### src/rtl/xuart_tx.sv
// Memory-mapped 8N1 serial transmitter: byte FIFO fed by TXDATA stores, drained LSB first onto tx.
// Optional even-parity bit enabled by defining XUART_TX_PARITY_EN (flag in STATUS bit8).
module xuart_tx #(
    parameter int          DATA_W  = 32,
    parameter int          FIFO_AW = 2,
    parameter logic [15:0] DIV_RST = 16'd434
) (
    input  logic              clk,
    input  logic              rst,
    input  logic              sel,
    input  logic              we,
    input  logic [1:0]        addr,
    input  logic [DATA_W-1:0] data_in,
    output logic [DATA_W-1:0] data_out,
    output logic              tx
);
    localparam int DEPTH = 2 ** FIFO_AW;
    localparam logic [2:0] S_IDLE   = 3'd0;
    localparam logic [2:0] S_START  = 3'd1;
    localparam logic [2:0] S_DATA   = 3'd2;
    localparam logic [2:0] S_STOP   = 3'd4;
`ifdef XUART_TX_PARITY_EN
    localparam logic [2:0] S_PARITY = 3'd3;
    logic par_en;
    logic par_bit;
`endif

    logic [7:0]         mem [DEPTH];
    logic [FIFO_AW-1:0] wptr, rptr;
    logic [FIFO_AW:0]   count;
    logic               ovf;
    logic [15:0]        div, bit_cnt, reload;
    logic [2:0]         state, bit_idx;
    logic [7:0]         shift;
    logic               full, empty, push, push_ok, pop, bit_end;
    logic [DATA_W-1:0]  status;
    logic               unused_data;

    assign full    = (count == (FIFO_AW+1)'(DEPTH));
    assign empty   = (count == '0);
    assign push    = sel & we & (addr == 2'd0);
    assign push_ok = push & ~full;
    assign pop     = (state == S_IDLE) & ~empty;
    // A divisor of 0 is treated as 1, so both reload a count of 0.
    assign reload  = (div == 16'd0) ? 16'd0 : div - 16'd1;
    assign bit_end = (bit_cnt == 16'd0);
    assign unused_data = ^data_in;

    always_comb begin
        status      = '0;
        status[0]   = full;
        status[1]   = empty;
        status[2]   = (state != S_IDLE);
        status[3]   = ovf;
        status[7:4] = 4'(count);
`ifdef XUART_TX_PARITY_EN
        status[8]   = par_en;
`endif
    end

    always_comb begin
        data_out = '0;
        if (sel && !we) begin
            case (addr)
                2'd1:    data_out = status;
                2'd2:    data_out = {{(DATA_W-16){1'b0}}, div};
                default: data_out = '0;
            endcase
        end
    end

    always_ff @(posedge clk) begin
        if (push_ok) mem[wptr] <= data_in[7:0];
    end

    always_ff @(posedge clk) begin
        if (rst) begin
            wptr    <= '0;
            rptr    <= '0;
            count   <= '0;
            ovf     <= 1'b0;
            div     <= DIV_RST;
            bit_cnt <= '0;
            bit_idx <= '0;
            shift   <= '0;
            state   <= S_IDLE;
            tx      <= 1'b1;
`ifdef XUART_TX_PARITY_EN
            par_en  <= 1'b0;
            par_bit <= 1'b0;
`endif
        end else begin
            if (push_ok) wptr <= wptr + 1'b1;
            if (push && full) ovf <= 1'b1;
            else if (sel && we && addr == 2'd1) ovf <= 1'b0;
`ifdef XUART_TX_PARITY_EN
            if (sel && we && addr == 2'd1) par_en <= data_in[8];
`endif
            if (sel && we && addr == 2'd2) div <= data_in[15:0];
            case ({push_ok, pop})
                2'b10:   count <= count + 1'b1;
                2'b01:   count <= count - 1'b1;
                default: count <= count;
            endcase

            case (state)
                S_IDLE: begin
                    tx <= 1'b1;
                    if (pop) begin
                        shift   <= mem[rptr];
                        rptr    <= rptr + 1'b1;
                        bit_cnt <= reload;
                        state   <= S_START;
                        tx      <= 1'b0;
`ifdef XUART_TX_PARITY_EN
                        par_bit <= ^mem[rptr];
`endif
                    end
                end
                S_START: begin
                    if (bit_end) begin
                        bit_cnt <= reload;
                        bit_idx <= '0;
                        state   <= S_DATA;
                        tx      <= shift[0];
                    end else bit_cnt <= bit_cnt - 1'b1;
                end
                S_DATA: begin
                    if (bit_end) begin
                        bit_cnt <= reload;
                        shift   <= shift >> 1;
                        if (bit_idx == 3'd7) begin
`ifdef XUART_TX_PARITY_EN
                            state <= par_en ? S_PARITY : S_STOP;
                            tx    <= par_en ? par_bit : 1'b1;
`else
                            state <= S_STOP;
                            tx    <= 1'b1;
`endif
                        end else begin
                            bit_idx <= bit_idx + 1'b1;
                            tx      <= shift[1];
                        end
                    end else bit_cnt <= bit_cnt - 1'b1;
                end
`ifdef XUART_TX_PARITY_EN
                S_PARITY: begin
                    if (bit_end) begin
                        bit_cnt <= reload;
                        state   <= S_STOP;
                        tx      <= 1'b1;
                    end else bit_cnt <= bit_cnt - 1'b1;
                end
`endif
                S_STOP: begin
                    if (bit_end) begin
                        state <= S_IDLE;
                        tx    <= 1'b1;
                    end else bit_cnt <= bit_cnt - 1'b1;
                end
                default: begin
                    state <= S_IDLE;
                    tx    <= 1'b1;
                end
            endcase
        end
    end
endmodule
### config.mk
export PLATFORM = sky130hd
export DESIGN_NAME = xuart_tx
export DESIGN_NICKNAME = d
export VERILOG_FILES = /design/src/rtl/xuart_tx.sv
export SDC_FILE = /design/constraint.sdc
export NUM_CORES = 1
export LEC_CHECK = 0
export ABC_AREA = 1
export CAP_MARGIN = 20
export CORE_AREA = 3 3 97 99
export DETAILED_ROUTE_END_ITERATION = 6
export DIE_AREA = 0 0 100 102
export MAX_ROUTING_LAYER = met4
export PLACE_DENSITY = 0.84
export SLEW_MARGIN = 20
export SYNTH_ARGS = -nofsm -noshare
export SYNTH_HDL_FRONTEND = slang
export SYNTH_SLANG_ARGS = --single-unit
### constraint.sdc
create_clock -name clk -period 5.6 [get_ports clk]
set_input_delay 0.56 -clock clk [delete_from_list [all_inputs] [get_ports clk]]
set_output_delay 0.56 -clock clk [all_outputs]
set_load 0.05 [all_outputs]
* Word level (Yosys, flattened, before mapping)
Memories as Yosys holds them, arrays and structs flattened. A register that Yosys moved wholly into a read port is not among the register bits.
Index checks and enable logic that the tools add are counted.
** Storage, ports and cells
- Memories :: 1
- Output and inout port bits :: 33
- ROM bits :: 0
- Word-level logic and storage cells :: 96
- Flip-flop bits (word level) :: 55
- Latch bits :: 0
- Memory bits (writable) :: 32
** Operators by class
- Divide/modulo/power cells :: 0
- Multipliers :: 0
- $add $sub $neg :: 7
- Multiplexer cells :: 32
- Order comparisons :: 0
- Equality and inequality tests :: 16
- Bitwise operators :: 6
- Reductions and logical operators :: 24
- Shifts and indexed selects :: 0
** Memories
- mem :: depth 4, bits a word 8, read ports 1, clocked after Yosys merged registers in 1, write ports 1, line 28 : logic [7:0] mem [DEPTH];
** Operator list (number)
- two-way mux 16 bit :: 5
- one-hot mux 16 bit (3 select lines) :: 1
- logical NOT 16 bit :: 2
- one-hot mux 16 bit (2 select lines) :: 1
- subtractor 16 x 1 -> 16 bit (second input constant) :: 2
- two-way mux 3 bit :: 7
- two-way mux 8 bit :: 2
- one-hot mux 8 bit (2 select lines) :: 1
- != test 2 bit (second input constant) :: 7
- one-hot mux 3 bit (2 select lines) :: 2
- one-hot mux 3 bit (4 select lines) :: 1
- == test 3 bit (second input constant) :: 3
- two-way mux 1 bit :: 9
- AND reduction 3 bit :: 3
- nonzero test 2 bit :: 4
- adder 3 x 1 -> 3 bit (second input constant) :: 2
- logical NOT 3 bit :: 2
- nonzero test 3 bit :: 2
- logical AND 1 bit :: 5
- AND reduction 5 bit :: 1
- adder 2 x 1 -> 2 bit (second input constant) :: 2
- AND 1 bit :: 4
- == test 2 x 1 -> 1 bit (second input constant) :: 2
- == test 2 bit (second input constant) :: 2
- 11 further kinds :: 13

* Depth between registers and ports, before layout
Gate-level depths: netlist of run 1.
- Word-level depth :: 6
- Gate-level depth with buffers :: 13

* Least setup slack after synthesis of run 1
No wires, ideal clock.
- Path kind :: input port to output port
- Start point :: in addr[0]
- End point :: out data_out[10]
- Cell stages on the path :: 5
- Required time :: 5.040 ns
- Arrival :: 2.225 ns
- Setup slack :: 2.815 ns
- Cell sequence :: inv_1 -> ha_1 -> buf_2 -> clkinv_1 -> nor3_1
** Between the ends
- Cells in the longest elaborated chain, start to end :: 3
- Elaborated cells on any way between the ends :: 4
- Those cells by class :: eq/ne: 2; mux: 2
** Ends and longest elaborated chain
- start, declared :: line 12 : input logic [1:0] addr,
- == test 2 bit or == test 2 x 1 -> 1 bit (tied branches) :: line 64 : case (addr)
- one-hot mux 16 bit (2 select lines) * :: line 64
- two-way mux 16 bit * :: line 63 : if (sel && !we) begin
- end, declared :: line 14 : output logic [DATA_W-1:0] data_out,
Mark *: on every way between the ends. The rest lies on a longest branch, timed or not.

* Final worst setup path of run 1
- Start point :: in addr[0]
- End point :: out data_out[8]
Same word-level chain as after synthesis.

==> impl_results.md, run 1 <==
- Status: complete, no violations
- Placer congestion estimate: a little under 1
- Resized cells post-CTS: 0
- Clock Sinks: 89
- First-pass GRT wire length: 18.7 mm
- Crit path cell chain: clkdlybuf4s50_1 > inv_1 > ha_1 > clkinv_1 > nor3_1 > clkdlybuf4s50_1
- Synth async-reset ratio: 0
- Remaining DRCs: 0
- Worst reg-to-reg setup slack: between 3 and 4 ns
- Row count: 34
- Worst ir drop on vdd: 242 uV
- Synthesized flop and latch total: 89
- Average wire per standard cell: 13.4 um
- Commonest non-fill, non-tap cell in the layout: nand2_1
- RSZ-0062 raised after global routing: no
- Commonest cells after routing, fill and taps aside: nand2_1 (130), nor2_1 (103), inv_1 (91), o21ai_0 (64), dfxtp_1 (57)
- Initial antenna violation count: 0
- Synthesized instance count: 690
- Share of layout cells above drive strength 1: 0.0552
- Core Area: 8640 um^2
- Top FF cell, synth: dfxtp_1
- Initial DRC Count: 256
- Clock tree buffer depth: 2
- Largest net degree at the start of global routing: 33
- Synth top area cells: dfxtp_1 (23%), edfxtp_1 (19%), nand2_1 (9.7%)
- H-tree Lvls: 3
- Slew HR: 0.329
- Final worst-path cycle share: 0.604
- Post-synth EDFFs: 32
- Nets: 771
- Final WL: 11.2 mm
- Syn Area/Cell: around 7.3 um^2
- Port bufs: 38
- Overall Global Routing Usage: 0.233
- Slowest cell on the critical path: clkdlybuf4s50_1
- Leakage: 2.45 nW
- Worst Path Arrival: about 2.8 ns
- Die Span Y: 102 um
- ANT cells: 0
- # hold bufs at CTS: 0
- Detailed Routing Iterations Pass 1: 5
- Worst setup margin: 2.22 ns
- CTS root buf: clkbuf_8
- Antenna Nets Post-Route: 0
- Die W: 100 um
- F_max: between 200 and 300 MHz
- TNS Setup: 0 ns
- Setup violators final: 0
- Share of the synthesized area in the top cell type: 0.227
- Post-synthesis cell type count: 36
- GR Overflow Total: 0
- CP dominant cell by count: clkdlybuf4s50_1
- Max incr delay on CP: roughly 0.84 ns
- Post-synthesis sequential area ratio: 0.418
- Total CTS buffers: 9
- Max Cap Viol: 0
- Clock period minus worst slack: 3.38 ns
- Clock latency on the worst-skew pair: 0.38 ns
- Worst hold margin: 0.480 ns
- Dpl hpwl: 8.11 mm
- Fin util: 0.646
- Worst-margin pin slew: between 1 and 1.5 ns
- Pwr dens: 441 nW/um^2
- Final hold violation count: 0
- CTS tree: done
- Final Skew: between 0.015 and 0.02 ns
- CP startpoint kind: input pin
- Vias in the first global route: slightly above 4000
- Synth Warn #: 0
- Netlist Area Pre-Place: 5030 um^2
- Leading area contributor after synthesis: dfxtp_1
- WS Path Type: input pin to output port
- Clk pin slew, worst setup/hold paths: about 0.10 ns
- I/O pin count: 71
- Pre-CTS WS: 2.24 ns
- CP Max Fanout: 10
- DR vias/cell: 5.40
- CP required: 5.04 ns
- Starting Density: 0.582
- Post-CTS setup buffer count: 0
- Via Count: 4496
- Area grow syn2layout: 10.9%
- Worst min-delay path category: register to register
- DIE AREA: approximately 10000 um^2
- CP Capture Type: output port
- Final slew viol count: 0
-- registers in the layout (all words and copies together), names as in the netlist, 2 cells and up, named ones only --
signal   count
count        3
shift        8
wptr         2
bit_idx      3
bit_cnt     16
mem         32
div         16
state        3
rptr         2
-- critical path, delay by kind of cell --
kind / cells / cell delay [ns]
fa+ha+maj: 1 / 0.31
buf+inv: 4 / 1.65
simple gates: 1 / 0.29
-- power breakdown --
part | switching, W | leakage, nW | internal (W)
clock | 0.000269 | 0.103 | 0.000178
sequential | 0.0000910 | 0.756 | 0.000768
combinational | 0.000788 | 1.59 | 0.000366
-- cell type report --
class | instances | area, um^2
Timing Repair Buffer | 38 | 380
Multi-Input combinational cell | 485 | 2400
Sequential cell | 89 | 2100
Fill cell | 720 | 3060
Tap cell | 108 | 135
Clock buffer | 9 | 124
Inverter | 96 | 360
Clock inverter | 7 | 73.8
-- kinds of logic (layout without fill, tap and decap cells) --
kind of cell | count (synthesis) | count (layout) | share of synthesized area
compound gates | 128 | 128 | 0.136
fa+ha+maj | 14 | 14 | 0.0363
other cells | 1 | 16 | 0.000746
mux | 1 | 1 | 0.00199
xor+xnor | 12 | 12 | 0.0209
flops | 89 | 89 | 0.418
buf+inv | 131 | 150 | 0.115
simple gates | 314 | 314 | 0.271
-- per-stage QoR --
stage	cells	total power [W]	cell area (um^2)
2_1_floorplan	705	0.00181	5080
3_3_place_gp	816	0.00196	5380
3_5_place_dp	816	0.00201	5380
4_1_cts	832	0.00245	5580
5_1_grt	832	0.00264	5580
6_report	832	0.00246	5580
-- synth_stat cells, types with 2 or more instances --
library cell,instances
nand2_1,130
nor2_1,103
inv_1,91
o21ai_0,64
dfxtp_1,57
a21oi_1,54
nand3_1,41
edfxtp_1,32
buf_4,19
nor3_1,14
ha_1,13
clkbuf_1,12
xor2_1,12
nand4_1,7
nand2_2,6
nor2_4,5
nand2_4,4
inv_2,3
a22oi_1,2
buf_2,2
buf_6,2
clkinv_1,2
nor2_2,2
-- routing by layer --
layer  vias to the layer above  track usage  routed length (um)
met4                         0       0.0725                 116
met2                       176        0.379                5190
li1                       2246            -                   -
met3                        16       0.0457                 791
met5                         -            -                   0
met1                      2058        0.295                5070
-- final timing paths --
check / startpoint / end / depth (start not counted)
max: addr[0] / data_out[8] / 6
min: shift[7] / shift[7] / 2
max reg2reg: state[0] / count[2] / 12
min reg2reg: shift[7] / shift[7] / 2
Power figures use the tool's default switching activity.
==> inputs of run 2 (changes only) <==
Settings changed: CORE_AREA 3 3 97 99 to 3 3 100 102, DIE_AREA 0 0 100 102 to 0 0 103 105, PLACE_DENSITY 0.84 to 0.8.
Clock period 5.6 ns to 3.2 ns, I/O delays scaled along.
==> impl_results.md, run 2 (same netlist as run 1, synthesis figures left out) <==
- CP startpoint kind: input pin
- Area grow syn2layout: 12.3%
- Final Skew: 0.00828 ns
- TNS Setup: 0 ns
- GR Overflow Total: 0
- Total power: 0.00439 W
- Worst ir drop on vdd: 388 uV
- WS Path Type: input pin to output port
- # hold bufs at CTS: 0
- Hold-critical path depth: 2
- Clock period minus worst slack: 2.88 ns
- Final WL: 11.5 mm
- Reg2reg end: count[2]
- Final worst-path cycle share: 0.901
- Commonest cells after routing, fill and taps aside: nand2_1 (130), nor2_1 (103), inv_1 (91), o21ai_0 (64), dfxtp_1 (57)
- Largest register by flop count: mem
- Seq. cell area: 2100 um^2
- Placer congestion estimate: 0.884
- Share of layout cells above drive strength 1: 0.0602
- Worst hold endpoint: bit_idx[1]
- Dpl hpwl: just over 8 mm
- Remaining DRCs: 0
- Starting Density: 0.547
- Slew HR: 0.456
- Clock share of power: 0.192
- Reg power frac: 0.342
- Worst setup margin: around 0.32 ns
- Largest regs: mem (32), bit_cnt (16), div (16)
- Crit path from: addr[0]
- Average wire per standard cell: about 14 um
- Hold_sp: bit_idx[1]
- Max reg flops: 32
- Finished Cell Area: 5650 um^2
- F_max: around 350 MHz
- CP Max Fanout: 10
- Worst min-delay path category: register to register
- ANT cells: 0
- Pre-CTS WS: 0.339 ns
- Worst reg-to-reg setup slack: 0.84 ns
- I/O pin count: 71
- Commonest non-fill, non-tap cell in the layout: nand2_1
- DR vias/cell: around 5.3
- Vias in the first global route: 4281
- Detailed Routing Iterations Pass 1: 6
- CTS tree: done
- Worst reg2reg path depth: 12
- Post-CTS setup buffer count: 0
- Comb power frac: 0.466
- RSZ-0062 raised after global routing: no
- Die Span Y: about 110 um
- Pwr dens: 778 nW/um^2
- CP required: ~2.9 ns
- Core Area: 9200 um^2
- Die W: 103 um
- Clock Sinks: 89
- Final hold violation count: 0
- Internal: 0.00243 W
- Row count: 35
- Worst-margin pin slew: 0.815 ns
- Initial antenna violation count: 0
- Port bufs: 38
- Via Count: approximately 4500
- Final slew viol count: 0
- Leakage: 2.49 nW
- Post-DP Area: 5440 um^2
- Resized cells post-CTS: 0
- Antenna Nets Post-Route: 0
- Status: complete, no violations
- CP Capture Type: output port
- DIE AREA: roughly 11000 um^2
- # fillers: 825
- Largest net degree at the start of global routing: 27
- Switch share: 0.447
- Initial DRC Count: 303
- Sw Pwr: 0.00196 W
- CTS root buf: clkbuf_8
- First-pass GRT wire length: slightly below 20 mm
- Clock tree buffer depth: 2
- Clk pin slew, worst setup/hold paths: 0.09 ns
- Total CTS buffers: 9
- Clock latency on the worst-skew pair: roughly 0.36 ns
- Nets: 778
- Max Cap Viol: 0
- Setup violators final: 0
- Overall Global Routing Usage: 0.230
- Reg-to-Reg Start: state[0]
- H-tree Lvls: 3
- Multi-input gate area: approximately 2400 um^2
- Worst Path Arrival: roughly 2.6 ns
## run 2: cell types whose count changed in the layout (fill, tap and decap cells not counted)
cell,delta
buf_4,+7
inv_8,-5
bufinv_16,+2
clkbuf_1,+3
clkinv_4,-1
inv_6,+1
## run 2: worst max-delay path: stages
cell             delay, ns
clkdlybuf4s50_1       0.42
inv_1                 0.09
ha_1                  0.32
clkinv_1              0.28
nor3_1                0.27
clkdlybuf4s50_1       0.85
## run 2: stage by stage
step / hold slack, ns / std cells / util
3_5_place_dp: 0.456 / 826 / 0.591
6_report: 0.472 / 842 / 0.614
5_1_grt: 0.494 / 842 / 0.614
3_3_place_gp: 0.449 / 826 / 0.591
4_1_cts: 0.470 / 842 / 0.614
2_1_floorplan: 0.419 / 705 / -
## run 2: cell type report
| cell class | count | share of cell area |
|---|---|---|
| clock buffer | 12 | 0.0239 |
| multi-input combinational | 485 | 0.425 |
| sequential | 89 | 0.372 |
| tap | 111 | 0.0246 |
| timing repair buffer | 45 | 0.0766 |
| clock inverter | 4 | 0.0137 |
| inverter | 96 | 0.0638 |
## run 2: metal layers
| metal | GRT usage | share of wire |
|---|---|---|
| met5 | - | 0 |
| met4 | 0.0842 | 0.017 |
| met3 | 0.0461 | 0.074 |
| met2 | 0.351 | 0.46 |
| met1 | 0.300 | 0.44 |
## run 2: worst max-delay path by stage
stage	cells past startpoint	endpoint	slack (ns)
detailed placement	6	data_out[11]	0.34
finish	6	data_out[11]	0.32
floorplan	5	data_out[10]	0.89
CTS	6	data_out[11]	0.32
global placement	6	data_out[12]	0.43
global route	6	data_out[15]	0.15
## run 2: power groups by stage
stage                     Sequential [W]  Combinational [W]  Clock [W]
after floorplan                  0.00147            0.00170          0
after global placement           0.00151            0.00193          0
after detailed placement         0.00152            0.00200          0
after CTS                        0.00150            0.00203   0.000856
after global routing             0.00153            0.00233   0.000905
final                            0.00150            0.00205   0.000845
==> patch 1, RTL diff (flow settings as in run 1) <==
`DATA_W`: 32 -> 36.
--- a/src/rtl/xuart_tx.sv
+++ b/src/rtl/xuart_tx.sv
@@ -3,3 +3,3 @@
 module xuart_tx #(
-    parameter int          DATA_W  = 32,
+    parameter int          DATA_W  = 36,
     parameter int          FIFO_AW = 2,
Ports: changed (resized data_in and data_out); port bits go from 71 to 79. The function was not compared with the original's and may differ.
==> patch 1 against run 1 <==
  * Cell area down 0.13%
  * Die area unchanged
  * Worst setup slack better by 0.037 ns
  * Total power barely moved
  * Synthesized cell count increased by 0.58%
  * Area after synthesis grew 0.60%
  * Clock power is 7.1% lower
  * Sequential cell count is the same
  * Sequential share of layout area up 0.051 points
  * Count of clock-buffer cells in the layout did not move
  * Wire length is 6.5% higher
  * Largest cell class unchanged
  * Largest power group unchanged
==> patch 1: results (changes against run 1) <==
| Metric | Value |
|---|---|
| DP Cell Count | 820 (+0.49%) |
| Average wire per cell in the routed design | 14.22 microns (+5.9%) |
| Final Skew | 0.01580 ns (-0.002066 ns) |
| Met3 routed WL | 970 microns (+23%) |
| Share of cells above drive strength 1 | 0.05220 (-0.003051) |
| FILL cells | 737 (+2.4%) |
| First-pass GRT wire length | 19640 microns (+5.1%) |
| Cells after Synth | 694 (+0.58%) |
| Reg2reg end | count[2]$_SDFFE_PP0P_ |
| Actual slew at the worst max-slew pin | 1.062 ns (+0.05887 ns) |
| Met2 WL | 5551 microns (+6.9%) |
| Final Wtd Congestion | 0.8683 (-10%) |
| Final worst path period share | 0.5971 (-0.006580) |
| Register area share after synthesis | 0.4155 (-0.002481) |
| DP HPWL | 8408 microns (+3.7%) |
| Fin Setup TNS | 0 ns (unchanged) |
| Antenna violations before repair | 0 (unchanged) |
| DRT iter0 DRCs | 286 (+12%) |
| CTS Root Buffer Type | clkbuf_8 |
| R2R Setup Slk | 3.17 ns (-0.14 ns) |
| Placed inst area | 5395 sq um (+0.28%) |
| Number of global-route vias before repair | 4336 (+5.8%) |
| Vias | 4542 (+1.0%) |
| NumNets Final | 779 (+1.0%) |
| Met1 Usage GRT | 0.3096 (+0.01500) |
| Worst EP arrival | 2.78 ns (-0.04 ns) |
| Worst vdd ir | 0.1862 mV (-23%) |
| Status | complete, no violations |
| Leakage power | 0.002451 uW (about the same) |
| Synth top cells by count | nand2_1 (130), nor2_1 (103), inv_1 (91) |
| GRT Total Usage | 0.2479 (+0.01518) |
| Clock Latency Late Sink | 0.36 ns (-0.02 ns) |
| Antenna diode count | 0 (unchanged) |
| Placement Setup Slack | 2.274 ns (+0.03201 ns) |
| Worst Setup EP | data_out[7] |
| Met2 Track Usage GR | 0.4033 (+0.02411) |
| WL met1 | 5153 microns (+1.7%) |
| Hold slack | 0.4780 ns (-0.001857 ns) |
| Reg-to-reg startpoint | state[0]$_SDFFE_PP0P_ |
| Top cells by area, synth | dfxtp_1 (23%), edfxtp_1 (19%), nand2_1 (9.6%) |
| GRT met3 Usage | 0.05324 (+0.007509) |
| Via density | 5.433 (+0.54%) |
patch 1: cells by family after synthesis:
group,count (synthesis),synth area share
DFF,89,0.4155
muxes,1,0.001979
adders and majority gates,14,0.03611
AOI/OAI and AO/OA,128,0.1348
buffers and inverters,135,0.1207
other,1,0.0007413
xor gates and xnor gates,12,0.02078
and+or+nand+nor,314,0.2694
patch 1: area by class of cell:
cell class	instances	area, sq um	area share
well taps	108	135.1	0.02426
inverters	96	360.3	0.06469
multi-input cells	489	2417	0.4340
clock inverters	7	51.30	0.009209
repair buffers	38	380.4	0.06828
clock buffers	9	123.9	0.02224
flip-flops and latches	89	2102	0.3774
patch 1: report_power, final:
group          switching [uW]  internal (uW)  total, uW  leakage [uW]
Clock                     251            165        416     0.0000897
Sequential               90.2            768        858      0.000756
Combinational             818            367       1190       0.00161
patch 1: worst max-delay path, cell delays in order:
cell and delay, ns:
clkdlybuf4s50_1 0.43, inv_1 0.10, ha_1 0.31, clkinv_1 0.28
nor3_1 0.26, clkdlybuf4s50_1 0.84
==> patch 2, RTL diff (settings of run 1) <==
Made on the original files. Register the output `data_out`, cleared by the reset; this adds one clock of latency there. The other outputs are not delayed to match.
--- a/src/rtl/xuart_tx.sv
+++ b/src/rtl/xuart_tx.sv
@@ -21,2 +21,4 @@
     localparam logic [2:0] S_STOP   = 3'd4;
+
+    logic [DATA_W-1:0] data_d;
 `ifdef XUART_TX_PARITY_EN
@@ -61,8 +63,8 @@
     always_comb begin
-        data_out = '0;
+        data_d = '0;
         if (sel && !we) begin
             case (addr)
-                2'd1:    data_out = status;
-                2'd2:    data_out = {{(DATA_W-16){1'b0}}, div};
-                default: data_out = '0;
+                2'd1:    data_d = status;
+                2'd2:    data_d = {{(DATA_W-16){1'b0}}, div};
+                default: data_d = '0;
             endcase
@@ -167,2 +169,10 @@
     end
+    always_ff @(posedge clk) begin
+        if (rst) begin
+            data_out <= '0;
+        end else begin
+            data_out <= data_d;
+        end
+    end
+
 endmodule
Formal check against the unedited RTL: not equivalent (Yosys sat finds a counterexample within 4 cycles, from zero or initial values and one cycle with rst high).
==> patch 2 against run 1 <==
  * Area after synthesis is 6.1% higher
  * Wire length up 6.1%
  * Total power increased by 4.1%
  * Worst setup slack improved by 0.84 ns
  * Die area is the same
  * Worst hold slack lost 0.0044 ns
  * Cell area up 5.1%
  * Sequential cell count is 16 higher
  * Critical path type is now in2reg
  * Highest routed layer unchanged
==> patch 2: results (changes against run 1) <==
| Metric | Value |
|---|---|
| Cell with the most instances after synthesis | nand2_1 |
| Leakage power | 0.002407 uW (-1.8%) |
| Post-CTS Resized | 0 (unchanged) |
| Number of synthesized flops with an enable pin | 32 (unchanged) |
| First-pass GRT wire length | 20050 microns (+7.3%) |
| Hold slack | 0.4754 ns (-0.004441 ns) |
| Met1 Usage GRT | 0.3210 (+0.02641) |
| Internal | 1417 uW (+8.0%) |
| Hold WC Path Type | reg2reg |
| Netlist cell types | 37 (+2.8%) |
| GRT met3 Usage | 0.04437 (-0.001365) |
| Status | complete, no violations |
| Antenna diode count | 0 (unchanged) |
| Reg-to-reg startpoint | state[0]$_SDFFE_PP0P_ |
| FILL cells | 663 (-7.9%) |
| Worst vdd ir | 0.2320 mV (-4.1%) |
| Synthesized area per cell | 7.882 sq um (+8.2%) |
| Yosys warns | 0 (unchanged) |
| GRT Total Usage | 0.2545 (+0.02182) |
| DP HPWL | 8424 microns (+3.9%) |
| R2R Setup Slk | 3.30 ns (about the same) |
| Final cell count without fillers | 819 (-1.6%) |
| Number of global-route vias before repair | 4317 (+5.3%) |
| Slowest stage delay, CP | 0.43 ns (-0.41 ns) |
| Final Instance Area | 5862 sq um (+5.1%) |
| Worst EP arrival | 2.78 ns (-0.04 ns) |
| Critical path's top delay family | buffers and inverters |
| Register area share after synthesis | 0.4539 (+0.03591) |
| Min-Delay Startpoint | ovf$_SDFFE_PP0P_ |
| Slowest CP cell | clkdlybuf4s50_1 |
| Met2 Track Usage GR | 0.4207 (+0.04156) |
| Clk buf depth | 2 (unchanged) |
| Final Skew | 0.01050 ns (-0.007365 ns) |
| DP Cell Count | 803 (-1.6%) |
| Largest net degree at the start of global routing | 35 (+6.1%) |
| Share of cells above drive strength 1 | 0.07032 (+0.01507) |
| DRT iter0 DRCs | 299 (+17%) |
| NumNets Final | 758 (-1.7%) |
| Post-Route WL | 11850 microns (+6.1%) |
| Relative max-transition margin | 0.3147 (-0.01446) |
| Synth top cells by count | nand2_1 (116), nor2_1 (82), dfxtp_1 (73), inv_1 (73), o21ai_0 (61) |
| Top cells by area, synth | dfxtp_1 (27%), edfxtp_1 (18%), nand2_1 (8.2%) |
| Placed inst area | 5672 sq um (+5.4%) |
| H-tree depth | 3 (unchanged) |
| Final Wtd Congestion | 0.8696 (-10%) |
| Critical path peak fanout | 23 (+13) |
| Async SR Flop Fraction | 0 (unchanged) |
| Via density | 5.490 (+1.6%) |
| Placement Setup Slack | 2.670 ns (+0.4274 ns) |
| Clock transition at path regs | 0.10 ns (about the same) |
-- patch 2: cell types whose count changed in the layout (fill, tap and decap cells not counted), sizes merged, moves of 6 or more --
cell   before  now
dfxtp      57   73
nor2      110   96
inv        99   78
nor3       15   21
nand2     140  127
nand3      41   47
-- patch 2: cell families (layout without fill, tap and decap cells) --
group	after synthesis	after routing	synth area share
and+or+nand+nor	304	304	0.2645
adders and majority gates	14	14	0.03423
AOI/OAI and AO/OA	123	123	0.1208
other	1	16	0.0007027
buffers and inverters	115	134	0.1013
xor gates and xnor gates	15	15	0.02462
DFF	105	105	0.4539
-- patch 2: power by group through the flow --
| stage | Combinational (uW) | Clock (uW) | Sequential [uW] |
|---|---|---|---|
| 2_1_floorplan | 954 | 0 | 968 |
| 3_3_place_gp | 1070 | 0 | 981 |
| 3_5_place_dp | 1110 | 0 | 984 |
| 4_1_cts | 1120 | 459 | 968 |
| 5_1_grt | 1280 | 485 | 984 |
| 6_report | 1140 | 454 | 969 |
-- patch 2: routing by layer --
metal	share of wire	up-vias
li1	-	2249
met1	0.44	2067
met2	0.49	161
met3	0.059	19
met4	0.018	0
met5	0	-
-- patch 2: final timing paths --
kind                                               end  cells past startpoint
worst max-delay path               div[3]$_SDFFE_PP0P_                      8
worst min-delay path            data_out[3]$_SDFF_PP0_                      2
worst max register to register   count[2]$_SDFFE_PP0P_                     12
worst min register to register  data_out[3]$_SDFF_PP0_                      2
-- patch 2: layout make-up --
| type | instances | area share |
|---|---|---|
| Timing Repair Buffer | 39 | 0.06617 |
| Inverter | 79 | 0.05059 |
| Clock inverter | 6 | 0.01067 |
| Tap cell | 108 | 0.02305 |
| Multi-Input combinational cell | 472 | 0.4145 |
| Sequential cell | 105 | 0.4132 |
| Clock buffer | 10 | 0.02177 |
